===== src/rtl/decoder_nto2n_reg_if.sv =====
// rtl/decoder_nto2n_reg_if.sv - request/response bundle for decoder_nto2n_reg
interface decoder_nto2n_reg_if #(
  parameter int N = 3
);
  localparam int W = 1 << N;

  logic         in_valid;
  logic         in_ready;
  logic [N-1:0] addr;
  logic         en;
  logic [1:0]   mode;
  logic         clr;
  logic [W-1:0] dout;
  logic         out_valid;
  logic         busy;

  modport master (
    output in_valid, addr, en, mode, clr,
    input  in_ready, dout, out_valid, busy
  );

  modport slave (
    input  in_valid, addr, en, mode, clr,
    output in_ready, dout, out_valid, busy
  );
endinterface


===== src/rtl/decoder_nto2n_reg.sv =====
// rtl/decoder_nto2n_reg.sv - registered N-to-2^N decoder with handshake and output hold
module decoder_nto2n_reg #(
  parameter int N    = 3,
  parameter int HOLD = 1
) (
  input  logic                clk,
  input  logic                rst,
  decoder_nto2n_reg_if.slave  bus
);
  localparam int W  = 1 << N;
  localparam int CW = $clog2(HOLD + 1);
  localparam logic [W-1:0]  ONE   = {{(W-1){1'b0}}, 1'b1};
  localparam logic [CW-1:0] CNT_1 = {{(CW-1){1'b0}}, 1'b1};
  localparam logic [CW-1:0] CNT_H = CW'(HOLD);

  typedef enum logic {S_IDLE, S_HOLD} state_t;

  state_t        state_q, state_d;
  logic [CW-1:0] cnt_q, cnt_d;
  logic [W-1:0]  dout_q, dout_d;
  logic          acc_q, acc_d;

  logic          in_ready;
  logic          accept;
  logic [W-1:0]  base;
  logic [W-1:0]  onehot;
  logic [W-1:0]  thermo;

  assign in_ready = (state_q == S_IDLE) || (cnt_q == CNT_1);
  assign accept   = bus.in_valid && in_ready;

  always_comb begin
    state_d = state_q;
    cnt_d   = cnt_q;
    dout_d  = dout_q;
    acc_d   = acc_q;

    // clr lands before any new decode so accumulate starts from zero
    base   = bus.clr ? '0 : dout_q;
    onehot = ONE << bus.addr;
    thermo = onehot | (onehot - ONE);

    if (accept) begin
      state_d = S_HOLD;
      cnt_d   = CNT_H;
      acc_d   = (bus.mode == 2'b10);
      if (!bus.en) begin
        dout_d = (bus.mode == 2'b10) ? base : '0;
      end else begin
        case (bus.mode)
          2'b01:   dout_d = thermo;
          2'b10:   dout_d = base | onehot;
          default: dout_d = onehot;
        endcase
      end
    end else begin
      dout_d = base;
      if (state_q == S_HOLD) begin
        if (cnt_q == CNT_1) begin
          state_d = S_IDLE;
          cnt_d   = '0;
          // only accumulate results survive the end of the hold window
          if (!acc_q) dout_d = '0;
        end else begin
          cnt_d = cnt_q - CNT_1;
        end
      end
    end
  end

  always_ff @(posedge clk or posedge rst) begin
    if (rst) begin
      state_q <= S_IDLE;
      cnt_q   <= '0;
      dout_q  <= '0;
      acc_q   <= 1'b0;
    end else begin
      state_q <= state_d;
      cnt_q   <= cnt_d;
      dout_q  <= dout_d;
      acc_q   <= acc_d;
    end
  end

  assign bus.in_ready  = in_ready;
  assign bus.dout      = dout_q;
  assign bus.out_valid = (state_q == S_HOLD);
  assign bus.busy      = (state_q == S_HOLD);
endmodule


===== src/flat_wrapper.sv =====
// flat-port wrapper written by rule: the top's interface ports become plain ports
module decoder_nto2n_reg_flat 
#(
  parameter int N    = 3,
  parameter int HOLD = 1
)
  (clk, rst, bus_in_valid, bus_addr, bus_en, bus_mode, bus_clr, bus_in_ready, bus_dout, bus_out_valid, bus_busy);
  decoder_nto2n_reg_if #(.N(N)) bus_i ();
  input  logic clk;
  input  logic rst;
  input wire logic [$bits(bus_i.in_valid)-1:0] bus_in_valid;
  input wire logic [$bits(bus_i.addr)-1:0] bus_addr;
  input wire logic [$bits(bus_i.en)-1:0] bus_en;
  input wire logic [$bits(bus_i.mode)-1:0] bus_mode;
  input wire logic [$bits(bus_i.clr)-1:0] bus_clr;
  output wire logic [$bits(bus_i.in_ready)-1:0] bus_in_ready;
  output wire logic [$bits(bus_i.dout)-1:0] bus_dout;
  output wire logic [$bits(bus_i.out_valid)-1:0] bus_out_valid;
  output wire logic [$bits(bus_i.busy)-1:0] bus_busy;
  assign bus_i.in_valid = bus_in_valid;
  assign bus_i.addr = bus_addr;
  assign bus_i.en = bus_en;
  assign bus_i.mode = bus_mode;
  assign bus_i.clr = bus_clr;
  assign bus_in_ready = bus_i.in_ready;
  assign bus_dout = bus_i.dout;
  assign bus_out_valid = bus_i.out_valid;
  assign bus_busy = bus_i.busy;
  decoder_nto2n_reg #(.N(N), .HOLD(HOLD)) u_core (.clk(clk), .rst(rst), .bus(bus_i));
endmodule

===== config.mk =====
export PLATFORM = sky130hd
export DESIGN_NAME = decoder_nto2n_reg_flat
export DESIGN_NICKNAME = d
export VERILOG_FILES = /design/src/rtl/decoder_nto2n_reg_if.sv /design/src/rtl/decoder_nto2n_reg.sv /design/src/flat_wrapper.sv
export SDC_FILE = /design/constraint.sdc
export NUM_CORES = 1
export LEC_CHECK = 0
export CORE_MARGIN = 3
export CORE_UTILIZATION = 30
export DETAILED_ROUTE_END_ITERATION = 12
export GPL_ROUTABILITY_DRIVEN = 0
export GPL_TIMING_DRIVEN = 0
export MAX_ROUTING_LAYER = met4
export PLACE_DENSITY = 0.62
export SETUP_SLACK_MARGIN = 0.15
export SLEW_MARGIN = 20
export SYNTH_ARGS = -nofsm -noshare
export SYNTH_HDL_FRONTEND = slang
export SYNTH_SLANG_ARGS = --single-unit

===== constraint.sdc =====
create_clock -name clk -period 1.79 [get_ports clk]
set_clock_uncertainty 0.2 [all_clocks]
set_input_delay 0.2685 -clock clk [delete_from_list [all_inputs] [get_ports clk]]
set_output_delay 0.2685 -clock clk [all_outputs]
set_load 0.05 [all_outputs]

==> results.md <==
GRT:
- For this run, global-route usage on met1 was measured as 13.2%.
- The initial antenna violation count came to 0.
- After global routing the overflow that remains totals 0.
- The number of global-route vias before repair came to 465.
- For this run, global-route usage on met2 was measured as 17.2%.
- Entering global routing, the biggest net connects 12 pins.
- The first-pass GRT wire length is 2090 microns.
- The routing usage on met3 is 6.65%.
- The total track usage is 11.7%.
- The global-route layer with the greatest usage is met2.

Synthesis:
- Summing the areas of all fa, ha and maj instances in the mapped netlist gives 2.16% of the synthesized area.
- Counting every net in the synthesized netlist gives 63.
- The number of synthesized flops with an enable pin is 0.
- The area fraction in compound gates after synthesis is 22.0%.
- The number of synthesis warnings is 0.
- The synthesized instance count is 52.
- The count of cell types in the netlist is 26.
- The combinational family with the most area after synthesis is compound AO/OA/AOI/OAI gates.
- The xor/xnor share of the synthesized area is 0%.
- The flop and latch count out of synthesis is 11.
- Among all flip-flop cells after synthesis, the most frequent one is dfrtp_1.
- The average footprint of a synthesized cell is 11.2 sq um.
- The post-synthesis async set-or-reset flop share is 100%.
- The simple logic cell fraction of the synthesized area is 17.9%.
- The multiplexer fraction of the synthesized cell area is 6.47%.
- Summing every instance area after synthesis gives 581 sq um.
- Sequential elements use 47.4% of the synthesized area.

Floorplan:
- The total core area is 1780 sq um.
- Measured along the y axis, the die boundary spans 50.0 microns.
- The die span in x is 50.0 microns.
- The number of placement rows is 15.
- The initial utilization of the core area, before any placement, comes to 32.6%.
- The die footprint is 2500 sq um.
- Pin placement for this block handled 21 I/O pins.

Setup path:
- STA puts the critical path data arrival time at 1580 ps.
- STA classifies the critical path endpoint as a register.
- The launching element of the worst setup path is bus_addr[1].
- The kind of start point of the critical path is a primary input.
- The worst-path maximum fanout is 6.
- The worst reg2reg path depth is 4.
- The path type of the worst setup path is primary input to register.
- The worst register-to-register path begins at u_core.bus.busy.
- The endpoint of the worst setup timing path is u_core.bus.dout[1].
- The worst register-to-register path has a setup slack of 340 ps.
- The worst endpoint required time is 1740 ps.
- The capturing point of the worst reg2reg path is u_core.bus.dout[5].

Drt:
- Dividing the detail-routed via count by the number of cells gives 4.88.
- After detailed routing, the number of remaining DRC violations is 0.
- The routed layout has 493 vias.
- The total wire length after detailed routing is 1240 microns.
- Once detail routing completed, the nets flagged for antenna violations numbered 0.
- The detailed-route wire length per cell is 12.3 microns.
- The number of optimization iterations in the first detailed-route pass is 4.
- The violation count after the first detailed-routing iteration is 5.

Placement:
- The quantity of I/O buffers inserted on ports is 20.
- The post-DP HPWL is 963 microns.
- The total cell area at the placement stage is 813 sq um.

Pwr:
- The maximum resistive drop on vdd is 0.450 mV.
- The combinational cell fraction of total power is 31.1%.
- The clock network burns 25.6% of the power.
- In this run the power density over the cells is 769 nW/um^2.
- The part of the power in registers is 43.3%.
- The analysis attributes to cell leakage a power of 0.386 nW.
- The power dissipated by switching net loads is 0.206 mW.
- The net switching fraction of the power is 32.2%.
- The total internal power is 0.433 mW.

Timing:
- Setup violations remaining at the end of the flow were counted as 0.
- The smallest clock period supported by the final layout is computed as 1630 ps.
- Timing would allow up to 0.615 GHz.
- The worst relative slew slack is 67.7%.
- The slew at the pin closest to its max-slew limit is 486 ps.
- Dividing the final minimum period by the clock period gives 90.8%.
- Setup total negative slack on the finished layout was measured at 0 ps.
- Setup repair after global routing left no endpoint under its margin.
- The max-slew violation count is 0.
- The final hold violation count came to 0.

Worst hold path:
- In this run the worst hold path is classified as primary input to asynchronous set/reset pin.

Clocking:
- The clock latency of the later-clocked register in the worst-skew pair is 260 ps.
- For this design, the sink count on the clock tree is 11.
- The tree is rooted in a clkbuf_4.
- CTS built an H-tree with a depth of 1.
- After clock tree synthesis, the clock-pin slew on the worst setup and hold paths is 70 ps.
- TritonCTS built the clock tree.
- Counting along the longest clock path gives a buffer depth of 2.
- Buffers inserted during clock tree synthesis total 3.

Final layout:
- The post-layout instance area is 831 sq um.
- 0 antenna diodes ended up in the layout.
- The area added between synthesis and finish is 43.1%.
- Across the whole layout, storage elements account for 277 sq um.
- The count of filler cells inserted in the layout is 178.
- The final layout contains 88 nets.
- The ratio of cells with drive above 1 in the final layout is 31.6%.
- In the final layout, the multi-input gates occupy 302 sq um.

Run:
- Max-cap violations in this run came to 0.

Run status:
- The run finished with clean final reports.
power groups by stage:
stage,clock network (mW),registers (mW),logic (mW)
2_1_floorplan,0,0.323,0.0875
3_3_place_gp,0,0.281,0.199
3_5_place_dp,0,0.282,0.201
4_1_cts,0.173,0.277,0.198
5_1_grt,0.191,0.279,0.213
6_report,0.164,0.277,0.199
placed cells by master, fill, tap and decap left out:
| master | synthesis | layout |
|---|---|---|
| dfrtp_1 | 11 | 10 |
| clkdlybuf4s50_1 | 0 | 8 |
| nand2_1 | 5 | 5 |
| clkbuf_2 | 1 | 5 |
| a22o_1 | 4 | 4 |
| a32o_1 | 3 | 3 |
| nand2b_1 | 3 | 3 |
| clkbuf_4 | 0 | 3 |
| clkdlybuf4s15_1 | 0 | 3 |
| o21ai_0 | 2 | 2 |
| inv_1 | 3 | 2 |
| mux2_2 | 2 | 2 |
| o22ai_1 | 2 | 2 |
| buf_4 | 1 | 2 |
| buf_2 | 0 | 2 |
| inv_2 | 0 | 1 |
| nand2b_4 | 1 | 1 |
| and3_4 | 1 | 1 |
| and2_4 | 1 | 1 |
| nor2b_1 | 1 | 1 |
| o21a_1 | 1 | 1 |
| nand4_1 | 1 | 1 |
| o21ai_4 | 0 | 1 |
| nor2_1 | 1 | 1 |
| or2_4 | 1 | 1 |
| mux2_4 | 1 | 1 |
| a2bb2oi_1 | 1 | 1 |
| a31oi_1 | 1 | 1 |
| o32ai_1 | 1 | 1 |
| nand3b_1 | 1 | 1 |
| ha_4 | 0 | 1 |
| clkbuf_1 | 0 | 1 |
| dlymetal6s2s_1 | 0 | 1 |
| clkdlybuf4s15_2 | 0 | 1 |
| dfrtp_2 | 0 | 1 |
critical path, stage by stage:
cell and delay (ps):
clkdlybuf4s50_1 520, or2_4 310, mux2_4 290, a22o_1 190
stage by stage:
stage	hold WS, ps	utilization (%)	instances	worst slack, ps	total power, mW
after floorplan	-79.1	-	52	156	0.410
after global placement	285	45.6	97	-190	0.481
after detailed placement	285	45.6	97	-194	0.483
after CTS	104	46.9	100	152	0.648
after global routing	115	46.6	101	159	0.683
final	93.8	46.6	101	164	0.639
worst min path at each step:
stage,to,slack (ps),cells after the start
5_1_grt,u_core.acc_q,110,2
3_5_place_dp,u_core.bus.dout[6],290,1
4_1_cts,u_core.acc_q,100,2
3_3_place_gp,u_core.bus.dout[6],280,1
2_1_floorplan,u_core.acc_q,-80,1
6_report,u_core.acc_q,90,2
kinds of logic after synthesis:
| logic type | count (synthesis) |
|---|---|
| AND/OR/NAND/NOR | 16 |
| flip-flops | 11 |
| adder cells (fa/ha/maj) | 1 |
| multiplexers | 3 |
| AO/OA/AOI/OAI | 16 |
| buffers and inverters | 5 |
cells in the mapped netlist (all sizes together) (2+ instances only):
| cell | n | area share, % |
|---|---|---|
| dfrtp | 11 | 47 |
| nand2 | 5 | 3.2 |
| a22o | 4 | 6.0 |
| nand2b | 4 | 5.6 |
| a32o | 3 | 5.2 |
| inv | 3 | 1.9 |
| mux2 | 3 | 6.5 |
| o21ai | 3 | 3.2 |
| o22ai | 2 | 2.2 |
registers in the layout (all words and copies together) (netlist names):
name             cells
u_core.acc_q         1
u_core.bus.dout      8
u_core.bus.busy      1
u_core.cnt_q         1
repair_timing:
action,4_1_cts,5_1_grt
buffers inserted,0,1
pin swaps,1,4
endpoints found under the setup margin,18,15
gates cloned,0,0
gates resized for setup,24,14
hold buffers,0,0
per-layer routing:
layer / part of all wire (%) / up-vias / wire (microns)
met5: 0 / - / 0
met4: 1.7 / 0 / 21
met3: 7.3 / 2 / 91
met2: 45 / 17 / 560
met1: 46 / 229 / 567
li1: - / 245 / -
layout make-up:
cell class                      count  share of cell area [%]
Inverter                            3                    1.36
Sequential cell                    11                    33.3
Multi-Input combinational cell     36                    36.3
Clock buffer                        4                    3.16
Tap cell                           25                    3.77
Buffer                              1                   0.904
Timing Repair Buffer               21                    21.2
(Power assumes the default switching activity.)
